==> config.mk <==
export PLATFORM = sky130hd
export DESIGN_NAME = flag_unit
export DESIGN_NICKNAME = d
export VERILOG_FILES = /design/src/rtl/flag_pkg.sv /design/src/rtl/flag_calc.sv /design/src/rtl/flag_unit.sv
export SDC_FILE = /design/constraint.sdc
export NUM_CORES = 1
export LEC_CHECK = 0
export BUFFER_PORTS_ARGS = -buffer_cell sky130_fd_sc_hd__buf_2
export CORE_MARGIN = 2
export CORE_UTILIZATION = 45
export CTS_CLUSTER_DIAMETER = 150
export DETAILED_ROUTE_END_ITERATION = 8
export HOLD_SLACK_MARGIN = 0.12
export PLACE_DENSITY = 0.81
export SYNTH_ARGS = -nofsm -noshare
export SYNTH_HDL_FRONTEND = slang
export SYNTH_SLANG_ARGS = --single-unit
==> constraint.sdc <==
create_clock -name clk -period 2.25 [get_ports clk]
set_input_delay 0.1125 -clock clk [delete_from_list [all_inputs] [get_ports clk]]
set_output_delay 0.1125 -clock clk [all_outputs]
set_load 0.02 [all_outputs]
==> src/rtl/flag_pkg.sv <==
// Shared opcode, flag-index and write-mask definitions for the EX-stage flag unit.
package flag_pkg;

  localparam logic [3:0] OPC_ADD    = 4'h0;
  localparam logic [3:0] OPC_SUB    = 4'h1;
  localparam logic [3:0] OPC_XOR    = 4'h2;
  localparam logic [3:0] OPC_AND    = 4'h3;
  localparam logic [3:0] OPC_SLL    = 4'h4;
  localparam logic [3:0] OPC_SRA    = 4'h5;
  localparam logic [3:0] OPC_ROR    = 4'h6;
  localparam logic [3:0] OPC_OR     = 4'h7;
  localparam logic [3:0] OPC_MOV    = 4'h8;
  localparam logic [3:0] OPC_LDI    = 4'h9;
  localparam logic [3:0] OPC_LD     = 4'hA;
  localparam logic [3:0] OPC_ST     = 4'hB;
  localparam logic [3:0] OPC_BR     = 4'hC;
  localparam logic [3:0] OPC_JMP    = 4'hD;
  localparam logic [3:0] OPC_NOP    = 4'hE;
  localparam logic [3:0] OPC_PADDSB = 4'hF;

  localparam int unsigned FLAG_N = 2;
  localparam int unsigned FLAG_Z = 1;
  localparam int unsigned FLAG_V = 0;

  localparam logic [2:0] WM_NZV  = 3'b111;
  localparam logic [2:0] WM_Z    = 3'b010;
  localparam logic [2:0] WM_NONE = 3'b000;

  typedef enum logic {
    ST_IDLE,
    ST_PEND
  } flag_state_t;

endpackage

==> src/rtl/flag_calc.sv <==
// Combinational flag generation: per-opcode {N,Z,V} values and the write mask.
module flag_calc
  import flag_pkg::*;
#(
  parameter int unsigned DATA_W = 16,
  parameter int unsigned OPC_W  = 4
) (
  input  logic [OPC_W-1:0]  opcode,
  input  logic [DATA_W-1:0] op_a,
  input  logic [DATA_W-1:0] op_b,
  input  logic [DATA_W-1:0] result,
  output logic [2:0]        flags,
  output logic [2:0]        wm
);

  logic [DATA_W-1:0] sum;
  logic [DATA_W-1:0] diff;
  logic              v_add;
  logic              v_sub;

  // Overflow uses the raw wrapped sum/difference, not the saturated result.
  assign sum   = op_a + op_b;
  assign diff  = op_a - op_b;
  assign v_add = (op_a[DATA_W-1] == op_b[DATA_W-1]) && (sum[DATA_W-1]  != op_a[DATA_W-1]);
  assign v_sub = (op_a[DATA_W-1] != op_b[DATA_W-1]) && (diff[DATA_W-1] != op_a[DATA_W-1]);

  always_comb begin
    flags         = '0;
    wm            = WM_NONE;
    flags[FLAG_N] = result[DATA_W-1];
    flags[FLAG_Z] = (result == '0);
    case (opcode)
      OPC_ADD: begin
        wm            = WM_NZV;
        flags[FLAG_V] = v_add;
      end
      OPC_SUB: begin
        wm            = WM_NZV;
        flags[FLAG_V] = v_sub;
      end
      OPC_XOR, OPC_SLL, OPC_SRA, OPC_ROR: wm = WM_Z;
      default: wm = WM_NONE;
    endcase
  end

endmodule

==> src/rtl/flag_unit.sv <==
// EX-stage condition-flag unit: stages one flag update, commits it a cycle later
// unless flushed, and forwards the youngest per-bit flag values to the branch unit.
module flag_unit
  import flag_pkg::*;
#(
  parameter int unsigned DATA_W = 16,
  parameter int unsigned OPC_W  = 4
) (
  input  logic              clk,
  input  logic              rst_n,
  input  logic              ex_valid,
  input  logic [OPC_W-1:0]  ex_opcode,
  input  logic [DATA_W-1:0] ex_op_a,
  input  logic [DATA_W-1:0] ex_op_b,
  input  logic [DATA_W-1:0] ex_result,
  input  logic              stall,
  input  logic              flush,
  output logic [2:0]        flag_reg,
  output logic [2:0]        flag_fwd,
  output logic              flags_pending
);

  logic [2:0]  ex_flags;
  logic [2:0]  ex_wm;
  logic [2:0]  ex_act;
  logic [2:0]  older;

  flag_state_t state, state_nxt;
  logic [2:0]  pend_flags, pend_flags_nxt;
  logic [2:0]  pend_wm, pend_wm_nxt;
  logic [2:0]  arch_q, arch_nxt;

  flag_calc #(
    .DATA_W(DATA_W),
    .OPC_W (OPC_W)
  ) u_flag_calc (
    .opcode(ex_opcode),
    .op_a  (ex_op_a),
    .op_b  (ex_op_b),
    .result(ex_result),
    .flags (ex_flags),
    .wm    (ex_wm)
  );

  always_ff @(posedge clk or negedge rst_n) begin
    if (!rst_n) begin
      state      <= ST_IDLE;
      pend_flags <= '0;
      pend_wm    <= '0;
      arch_q     <= '0;
    end else if (!stall) begin
      state      <= state_nxt;
      pend_flags <= pend_flags_nxt;
      pend_wm    <= pend_wm_nxt;
      arch_q     <= arch_nxt;
    end
  end

  // Pending entry keeps only its own masked bits; the merge happens at commit,
  // so a same-edge commit+capture naturally layers over the just-committed value.
  always_comb begin
    state_nxt      = ST_IDLE;
    pend_flags_nxt = '0;
    pend_wm_nxt    = '0;
    arch_nxt       = arch_q;
    if (!flush) begin
      if (state == ST_PEND)
        arch_nxt = (arch_q & ~pend_wm) | (pend_flags & pend_wm);
      if (ex_valid && (ex_wm != WM_NONE)) begin
        state_nxt      = ST_PEND;
        pend_flags_nxt = ex_flags;
        pend_wm_nxt    = ex_wm;
      end
    end
  end

  always_comb begin
    older  = (state == ST_PEND) ? ((arch_q & ~pend_wm) | (pend_flags & pend_wm)) : arch_q;
    ex_act = (ex_valid && !flush) ? ex_wm : WM_NONE;
  end

  assign flag_fwd      = (older & ~ex_act) | (ex_flags & ex_act);
  assign flag_reg      = arch_q;
  assign flags_pending = (state == ST_PEND);

endmodule

==> summary.txt <==
Worst setup path
  – Top cell by count, worst path: buf_2
  – Worst setup SP type: input pin
  – Delay-heaviest family, CP: simple AND/OR/NAND/NOR gates
  – Crit-path max FO: 4
  – Cell depth of the worst flop-to-flop path: 3
  – Worst r2r dst: flag_reg[0]
  – Crit Path Class: input pin to primary output
  – Worst endpoint required time: 2.14 ns
  – CP Cell Sequence: buf_2, ha_1, or4_1, nor2_1, o311ai_2, and4_1, o21ai_2, o211ai_1, buf_2
  – Crit path buffers/inverters: 2
  – CP max-delay cell: or4_1
  – R2R Setup Slk: 1.00 ns
  – Crit-path max cell delay: 0.52 ns
  – Reg2reg start: flags_pending
  – Crit end category: primary output
  – Arrival time worst endpoint: 1.97 ns
  – Crit path launch: ex_op_a[4]

Yosys
  – Syn Area/Cell: 8.38 um2
  – Syn Nets: 225
  – Synth cell count leaders: ha_1 (28), inv_1 (20), a21oi_1 (11), nand2_1 (11), dfrtp_1 (9)
  – Asr flop ratio synth: 100%
  – EDFF count, synth: 0
  – Post-synth top area share: 29.9%
  – Main synth FF type: dfrtp_1
  – Post-synth top area cell: ha_1
  – Synthesized flop and latch total: 9
  – Cells after synthesis: 140
  – Top post-synthesis cells by area: ha_1 (30%), dfrtp_1 (19%), inv_1 (6.4%), a21oi_1 (4.7%), mux2_2 (3.8%)
  – Post-Syn Area: 1170 um2
  – Most used standard cell by instance count after synthesis: ha_1
  – Sequential-to-total area share from yosys stat: 19.2%
  – Yosys cell types: 32
  – Yosys Warn Count: 0

STA
  – Max Slew Vio Count: 0
  – Crit share post-route: 92.5%
  – Slew margin rel.: 70.8%
  – Setup TNS Final: 0 ns
  – Final setup fails: 0
  – Fmax: 481 MHz
  – Clk_skew: 0.00599 ns
  – RSZ-0062 raised after global routing: false
  – Tmin final: 2.08 ns
  – Worst setup margin: 0.169 ns
  – Final hold vios: 0
  – Slew @ Worst Pin: 0.434 ns

Floorplanning
  – Vert. Die Dim: 55.1 um
  – Die footprint: 3030 um2
  – Cell row count: 18
  – Io pins: 64
  – Initial Util: 47.4%
  – Die Wd: 55.1 um
  – Core area: 2480 um2

Finish
  – # nets final: 293
  – # diodes: 0
  – Area Growth Syn to Fin: 34.2%
  – Design area: 1580 um2
  – Non-filler instance count after layout: 237
  – Share of layout cells above drive strength 1: 36.2%

Place
  – Place WS: 0.134 ns
  – Final HPWL DP: 2350 um
  – Cells after DPL: 232
  – DP Area: 1520 um2
  – Port bufs: 63
  – Routability cong.: 0.747

Min path
  – Worst hold path type: input pin to flip-flop
  – Hold_sp: ex_result[15]
  – Worst Hold Path EP: pend_flags[2]
  – Hold Crit Depth: 3

Detailed routing
  – Drt via density: 5.23
  – Total number of vias: 1239
  – Post-DR wirelength/cell: 11.2 um
  – Initial DRC count: 17
  – Antenna-violating nets left: 0
  – WL final: 2650 um
  – DRC viols: 0
  – First-pass iteration count of the detailed router: 4

Outcome
  – Outcome: complete, no violations

Clock tree
  – CTS root buffer: clkbuf_4
  – CTS clock-pin slew for the worst setup and hold paths: 0.06 ns
  – Setup bufs post-CTS: 0
  – Worst-Skew Late Latency: 0.26 ns
  – CTS Buffer Depth: 2
  – H-tree depth: 1
  – # clock sinks: 9
  – Cts bufs inserted: 3
  – CTS tree: built

Power and ir drop
  – Total chip power: 0.000476 W
  – Worst IR Drop VDD: 0.218 mV
  – Lkg Pwr: 0.899 nW
  – Cell area power density: 302 nW/um2

GRT
  – Tot GR Track Use: 18.4%
  – Pin count of the biggest net entering global routing: 12
  – GRT overflow: 0
  – First-pass GRT wire length: 4140 um
  – Vias in the first global route: 1120
  – Initial antenna violation count: 0

Flow run
  – Max_cap viols: 0
what timing repair did:
action                     in CTS  in global routing
hold buffers                    1                  0
resized for setup               0                  3
hold endpoints to repair        9                  0
setup endpoints to repair       0                  1
metrics by stage:
stage	util [%]	hold slack [ns]
2_1_floorplan	-	-0.183
3_3_place_gp	61.5	-0.0278
5_1_grt	63.6	0.178
3_5_place_dp	61.5	-0.0266
4_1_cts	62.9	0.146
6_report	63.6	0.143
worst max-delay path by stage:
stage                     depth (start not counted)           to  slack (ns)
final                                             9  flag_fwd[0]        0.17
after global routing                              9  flag_fwd[0]       0.001
after CTS                                         9  flag_fwd[0]        0.13
after detailed placement                          9  flag_fwd[0]        0.13
after global placement                            9  flag_fwd[0]        0.16
after floorplan                                   8  flag_fwd[0]        0.39
kinds of logic after synthesis:
group / count (synthesis) / share of synthesized area, %
adders and majority gates: 28 / 29.9
and+or+nand+nor: 42 / 19.2
buffers and inverters: 21 / 6.72
muxes: 7 / 6.40
DFF: 9 / 19.2
AOI/OAI and AO/OA: 33 / 18.7
worst reg2reg max path, cell delays in order, from the launching register on:
cell     delay, ns
dfrtp_1       0.40
nand2_1       0.13
nor3_1        0.24
mux2_2        0.37
per-layer routing:
layer | part of all wire, % | vias to the layer above | global-route usage, %
met5 | 0 | - | 0
met4 | 0 | 0 | 2.44
met3 | 9.7 | 0 | 3.76
met2 | 49 | 56 | 35.9
met1 | 42 | 544 | 20.7
li1 | - | 639 | -
cell type report:
| cell class | count | area [um2] |
|---|---|---|
| clock buffers | 4 | 26.3 |
| fillers | 251 | 902 |
| inverters | 20 | 75.1 |
| multi-input cells | 110 | 886 |
| flip-flops and latches | 9 | 225 |
| well taps | 30 | 37.5 |
| repair buffers | 64 | 325 |
cells in the final DEF (no fill, tap or decap), types with 2 or more instances in the layout:
cell type,synthesis,routed
buf_2,0,63
ha_1,28,28
a21oi_1,11,11
mux2_2,4,4
o31ai_1,2,2
nand2b_1,2,2
and4_1,2,2
o21ai_0,6,6
nand3_1,2,2
nor4_1,6,6
dfrtp_1,9,9
nand4b_1,2,2
o21bai_1,2,2
mux2i_1,3,3
nand2_1,11,11
nor2b_1,2,2
inv_1,20,20
a21o_1,3,3
nor3_1,3,3
clkbuf_4,0,3
nand4_1,3,3
nor2_1,6,6
power by group:
group | internal [W] | switching (W)
Sequential | 0.000166 | 0.00000329
Combinational | 0.0000883 | 0.0000950
Clock | 0.0000683 | 0.0000550
Power figures use the tool's default switching activity.
